### src/rtl/lpm_hint_evaluation.sv
// Streaming NAME=VALUE hint parser: returns the value bound to a queried name.
// Optional build macro LPM_HINT_CASE_FOLD_EN folds a-z to A-Z before name comparison.
module lpm_hint_evaluation #(
    parameter int MAX_NAME_CHARS  = 24,
    parameter int MAX_VALUE_CHARS = 8
) (
    input  logic                         clock,
    input  logic                         aclr_n,
    input  logic                         start,
    input  logic [8*MAX_NAME_CHARS-1:0]  query_name,
    input  logic                         char_valid,
    input  logic [7:0]                   char_in,
    input  logic                         char_last,
    output logic                         busy,
    output logic                         done,
    output logic                         found,
    output logic [8*MAX_VALUE_CHARS-1:0] value
);

    localparam int NW = 8 * MAX_NAME_CHARS;
    localparam int VW = 8 * MAX_VALUE_CHARS;
    localparam int CW = $clog2(MAX_NAME_CHARS + 1);

    localparam logic [7:0] CH_SPACE = 8'h20;
    localparam logic [7:0] CH_COMMA = 8'h2C;
    localparam logic [7:0] CH_EQ    = 8'h3D;

    logic [NW-1:0] query_q, name_q;
    logic [CW-1:0] name_cnt;
    logic          name_ovf, seen_eq, pair_match;
    logic [VW-1:0] val_q;

    logic [NW-1:0] b_query, b_name, n_name;
    logic [CW-1:0] b_cnt, n_cnt;
    logic          b_ovf, b_eq, b_match, n_ovf, n_eq, n_match;
    logic [VW-1:0] b_val, n_val;
    logic          accept, pair_end;

    function automatic logic [NW-1:0] fold_name(input logic [NW-1:0] s);
`ifdef LPM_HINT_CASE_FOLD_EN
        logic [NW-1:0] r;
        r = s;
        for (int i = 0; i < MAX_NAME_CHARS; i++) begin
            if (s[8*i +: 8] >= 8'h61 && s[8*i +: 8] <= 8'h7A)
                r[8*i +: 8] = s[8*i +: 8] - 8'h20;
        end
        return r;
`else
        return s;
`endif
    endfunction

    // start wipes the pair state before the same-cycle character is applied
    always_comb begin
        b_query = start ? query_name : query_q;
        b_name  = start ? '0 : name_q;
        b_cnt   = start ? '0 : name_cnt;
        b_ovf   = start ? 1'b0 : name_ovf;
        b_eq    = start ? 1'b0 : seen_eq;
        b_match = start ? 1'b0 : pair_match;
        b_val   = start ? '0 : val_q;

        n_name   = b_name;
        n_cnt    = b_cnt;
        n_ovf    = b_ovf;
        n_eq     = b_eq;
        n_match  = b_match;
        n_val    = b_val;
        pair_end = 1'b0;
        accept   = char_valid && (busy || start);

        if (accept) begin
            case (char_in)
                CH_SPACE: ;
                CH_COMMA: pair_end = 1'b1;
                CH_EQ: begin
                    if (!b_eq) begin
                        n_eq    = 1'b1;
                        n_match = !b_ovf && (b_cnt != '0) &&
                                  (fold_name(b_name) == fold_name(b_query));
                    end
                end
                default: begin
                    if (!b_eq) begin
                        n_name = {b_name[NW-9:0], char_in};
                        if (b_cnt == CW'(MAX_NAME_CHARS))
                            n_ovf = 1'b1;
                        else
                            n_cnt = b_cnt + 1'b1;
                    end else begin
                        n_val = {b_val[VW-9:0], char_in};
                    end
                end
            endcase
            if (char_last)
                pair_end = 1'b1;
        end
    end

    always_ff @(posedge clock or negedge aclr_n) begin
        if (!aclr_n) begin
            busy       <= 1'b0;
            done       <= 1'b0;
            found      <= 1'b0;
            value      <= '0;
            query_q    <= '0;
            name_q     <= '0;
            name_cnt   <= '0;
            name_ovf   <= 1'b0;
            seen_eq    <= 1'b0;
            pair_match <= 1'b0;
            val_q      <= '0;
        end else begin
            done    <= 1'b0;
            query_q <= b_query;
            if (start) begin
                busy  <= 1'b1;
                found <= 1'b0;
                value <= '0;
            end
            if (pair_end) begin
                if (n_eq && n_match) begin
                    found <= 1'b1;
                    value <= n_val;
                end
                name_q     <= '0;
                name_cnt   <= '0;
                name_ovf   <= 1'b0;
                seen_eq    <= 1'b0;
                pair_match <= 1'b0;
                val_q      <= '0;
            end else begin
                name_q     <= n_name;
                name_cnt   <= n_cnt;
                name_ovf   <= n_ovf;
                seen_eq    <= n_eq;
                pair_match <= n_match;
                val_q      <= n_val;
            end
            if (accept && char_last) begin
                busy <= 1'b0;
                done <= 1'b1;
            end
        end
    end

endmodule

### config.mk
export PLATFORM = sky130hd
export DESIGN_NAME = lpm_hint_evaluation
export DESIGN_NICKNAME = d
export VERILOG_FILES = /design/src/rtl/lpm_hint_evaluation.sv
export SDC_FILE = /design/constraint.sdc
export NUM_CORES = 1
export LEC_CHECK = 0
export BUFFER_PORTS_ARGS = -buffer_cell sky130_fd_sc_hd__buf_2
export CORE_MARGIN = 4
export CORE_UTILIZATION = 38
export CTS_BUF_LIST = sky130_fd_sc_hd__clkbuf_8 sky130_fd_sc_hd__clkbuf_16
export CTS_CLUSTER_SIZE = 20
export DETAILED_ROUTE_END_ITERATION = 10
export SYNTH_ARGS = -nofsm -noshare
export SYNTH_HDL_FRONTEND = slang
export SYNTH_SLANG_ARGS = --single-unit
### constraint.sdc
create_clock -name clock -period 2.4 [get_ports clock]
set_clock_uncertainty 0.05 [all_clocks]
set_input_delay 0.36 -clock clock [delete_from_list [all_inputs] [get_ports clock]]
set_output_delay 0.36 -clock clock [all_outputs]
set_load 0.01 [all_outputs]
==> impl_metrics.toml <==
[status]
status = "complete, but fails checks"
violations = "negative setup slack"

[clock_tree]
clock_latency_ns = 0.64
clk_pin_slew_ns = 0.06
numClockSinks = 523
cts_max_level = 2
cts_buffers = 60
root_buffer = "clkbuf_16"
cts_buffer_depth = 3
cts_tree = "yes"

[route]
wl_per_cell_um = 26.94
vias_per_cell = 5.415
met2_length_um = 55400
num_vias = 23920
wirelength_um = 119000
drt_first_iter_violations = 2353
ant_nets = 0
firstDrtPassIters = 6
drc_errors = 0
wl_met3_um = 7664
drt-met1-wl_um = 49830
highest_layer = "met5"

[yosys]
synth_area_um2 = 24220
ys_async_sr_fraction = 1.000
synth_area_leaders = "dfrtp_1 (54%), nand2_1 (7.3%), mux2_2 (6.7%)"
yosysMostFrequentCell = "dfrtp_1"
synth_cell_type_count = 63
syn_inst = 2545
ys.flop_type = "dfrtp_1"
ys_seq_elements = 523
yosysWarnings = 0
synth_top_area_share = 0.5403
synth_edf_count = 0
netlist_top_cells_count = "dfrtp_1 (523), nand2_1 (472), a21oi_1 (262)"
synth-seq-area-share = 0.5403
syn_nets = 2752
avgSynthCellArea_um2 = 9.517
synth_top_cell_by_area = "dfrtp_1"

[final_layout]
post-route-util = 0.5606
multiInputGateArea_um2 = 10240
finalNetCount = 3730
post-route-cell-area_um2 = 35360
finalNonFillerCells = 4417
fillCellCount = 5773
area_growth_pct = 45.99
regArea_um2 = 13090
drive_above_1_share = 0.3655

[timing]
max_freq_ghz = 0.3062
setup_ws_ns = -0.8657
rsz0062_at_grt = "true"
drv_slew = 0
hold_viol = 0
worstMarginPinSlew_ns = 0.7793
fin_crit_ns = 3.266
slew_headroom = 0.4805
setup_violations = 66
hold_ws_ns = 0.02511
period_share = 1.361

[global_route]
grt_overflow_total = 0
grt_max_degree = 66
grt_pass1_vias = 24180
antenna_found_initial = 6
grt_use_total = 0.3450
grt_pass1_wl_um = 169300

[critical_path]
endpoint_kind = "flip-flop"
startpoint_type = "primary input"
path_class = "primary input to flip-flop"
arrival_ns = 3.78
crit_chain = "buf_2 > nor4_4 > buf_4 > nand4_1 > or4_1 > a2111oi_4 > buf_4 > and4_4 > nand4_4 > o31ai_4 > buf_6 > buf_12 > clkbuf_16 > o21ai_0 > o21ai_0"
cp_slowest_cell = "or4_1"
cp.required_ns = 2.91
critical_path_peak_fanout = 9
max_stage_delay_ns = 0.65

[floorplanning]
io_pins = 272
die_x_um = 260.5
die_area_um2 = 67840
start_util = 0.3840
fp.coreArea_um2 = 63080
die_h_um = 260.5
num_rows = 92

[power_and_ir_drop]
peakVddDrop_uv = 598.1
power_density_nw_per_um2 = 624.5
power_mw = 22.08
p_seq_frac = 0.428
p_comb_frac = 0.142
clock_power_share = 0.430
internal-power_mw = 16.11
leakagePower_nw = 16.35
switching_power_mw = 5.968
swShare = 0.2703

[place]
dp_hpwl_um = 93630
postPlaceCellArea_um2 = 31970
dp_cells = 4218
place_congestion = 1.029
io_buffer_count = 271

[hold_path]
hold_path_class = "primary input to flip-flop"

[job]
cap_violations = 0
[layout make-up]
cell class	count	area share
diodes	1	0.00007077
clock buffers	78	0.04947
clock inverters	31	0.007820
inverters	168	0.01801
multi-input cells	1703	0.2895
flip-flops and latches	523	0.3702
well taps	846	0.02993
repair buffers	1067	0.2350
[timing repair]
item	in CTS	in global routing
endpoints found under the setup margin	66	66
gates cloned	3	2
pin swaps	11	7
hold buffers	78	0
resized for setup	103	73
buffers inserted	5	1
endpoints found under the hold margin	118	0
[cells by family after synthesis]
group	synth area share
muxes	0.07356
and+or+nand+nor	0.1820
DFF	0.5403
buffers and inverters	0.05222
xor gates and xnor gates	0.01085
AOI/OAI and AO/OA	0.1400
adders and majority gates	0.001033
[path summary, 6_finish.rpt]
kind / from / to / slack [ns] / depth (start not counted)
max: query_name[20] / value[7] / -0.87 / 15
min: query_name[99] / query_q[99] / 0.03 / 3
max reg2reg: name_q[34] / value[7] / -0.84 / 15
min reg2reg: found / found / 0.42 / 1
max in group asynchronous: aclr_n / name_q[169] / 1.21 / 3
min in group asynchronous: aclr_n / value[33] / 0.19 / 2
[cell usage in the layout, fill, tap and decap left out, types with 11 or more instances in the layout]
cell type and count:
o22ai_1 63, nand2b_1 31, o21ai_2 33, clkbuf_16 62, nor4_1 47, nor2_1 106
mux2_2 144, buf_4 655, nor2b_1 55, clkinv_2 14, a221oi_1 11, nand4_1 19
nand2_1 469, inv_1 172, clkbuf_8 18, o21ai_1 64, nor3b_1 65, a21oi_1 262
xor2_1 22, and2_1 65, nor3_1 17, dfrtp_1 520, o21ai_0 71, mux2i_1 16
buf_12 47, dlygate4sd3_1 78, a22oi_1 13, nand3_1 11, buf_2 269
[power by group through the flow]
stage	clock (mW)	combinational (mW)	sequential, mW
2_1_floorplan	0	0.964	9.49
3_3_place_gp	0	2.91	9.58
3_5_place_dp	0	2.93	9.59
4_1_cts	9.62	3.09	9.44
5_1_grt	9.98	3.29	9.47
6_report	9.49	3.14	9.45
[sequential cells by signal, indices dropped and copies added, names as in the netlist, 5 cells and up]
| register | count |
|---|---|
| val_q | 64 |
| value | 64 |
| query_q | 192 |
| name_cnt | 5 |
| name_q | 192 |
[through the flow]
step | worst slack, ns | TNS, ns
2_1_floorplan | -0.4241 | -25.61
3_3_place_gp | -1.811 | -188.87
3_5_place_dp | -1.905 | -207.47
4_1_cts | -0.7859 | -48.64
5_1_grt | -0.9136 | -56.66
6_report | -0.8657 | -53.02
[per-layer routing]
metal	vias up	GRT usage
met1	12050	0.4631
li1	10700	-
met4	8	0.1449
met5	-	0
met3	205	0.05492
met2	958	0.5583
[critical path, delay by kind of cell]
family                 cells  cell delay [ns]
and+or+nand+nor            5             1.62
AOI/OAI and AO/OA          4             0.80
buffers and inverters      6             0.99
Note: power is estimated with default switching activity, not from simulation.
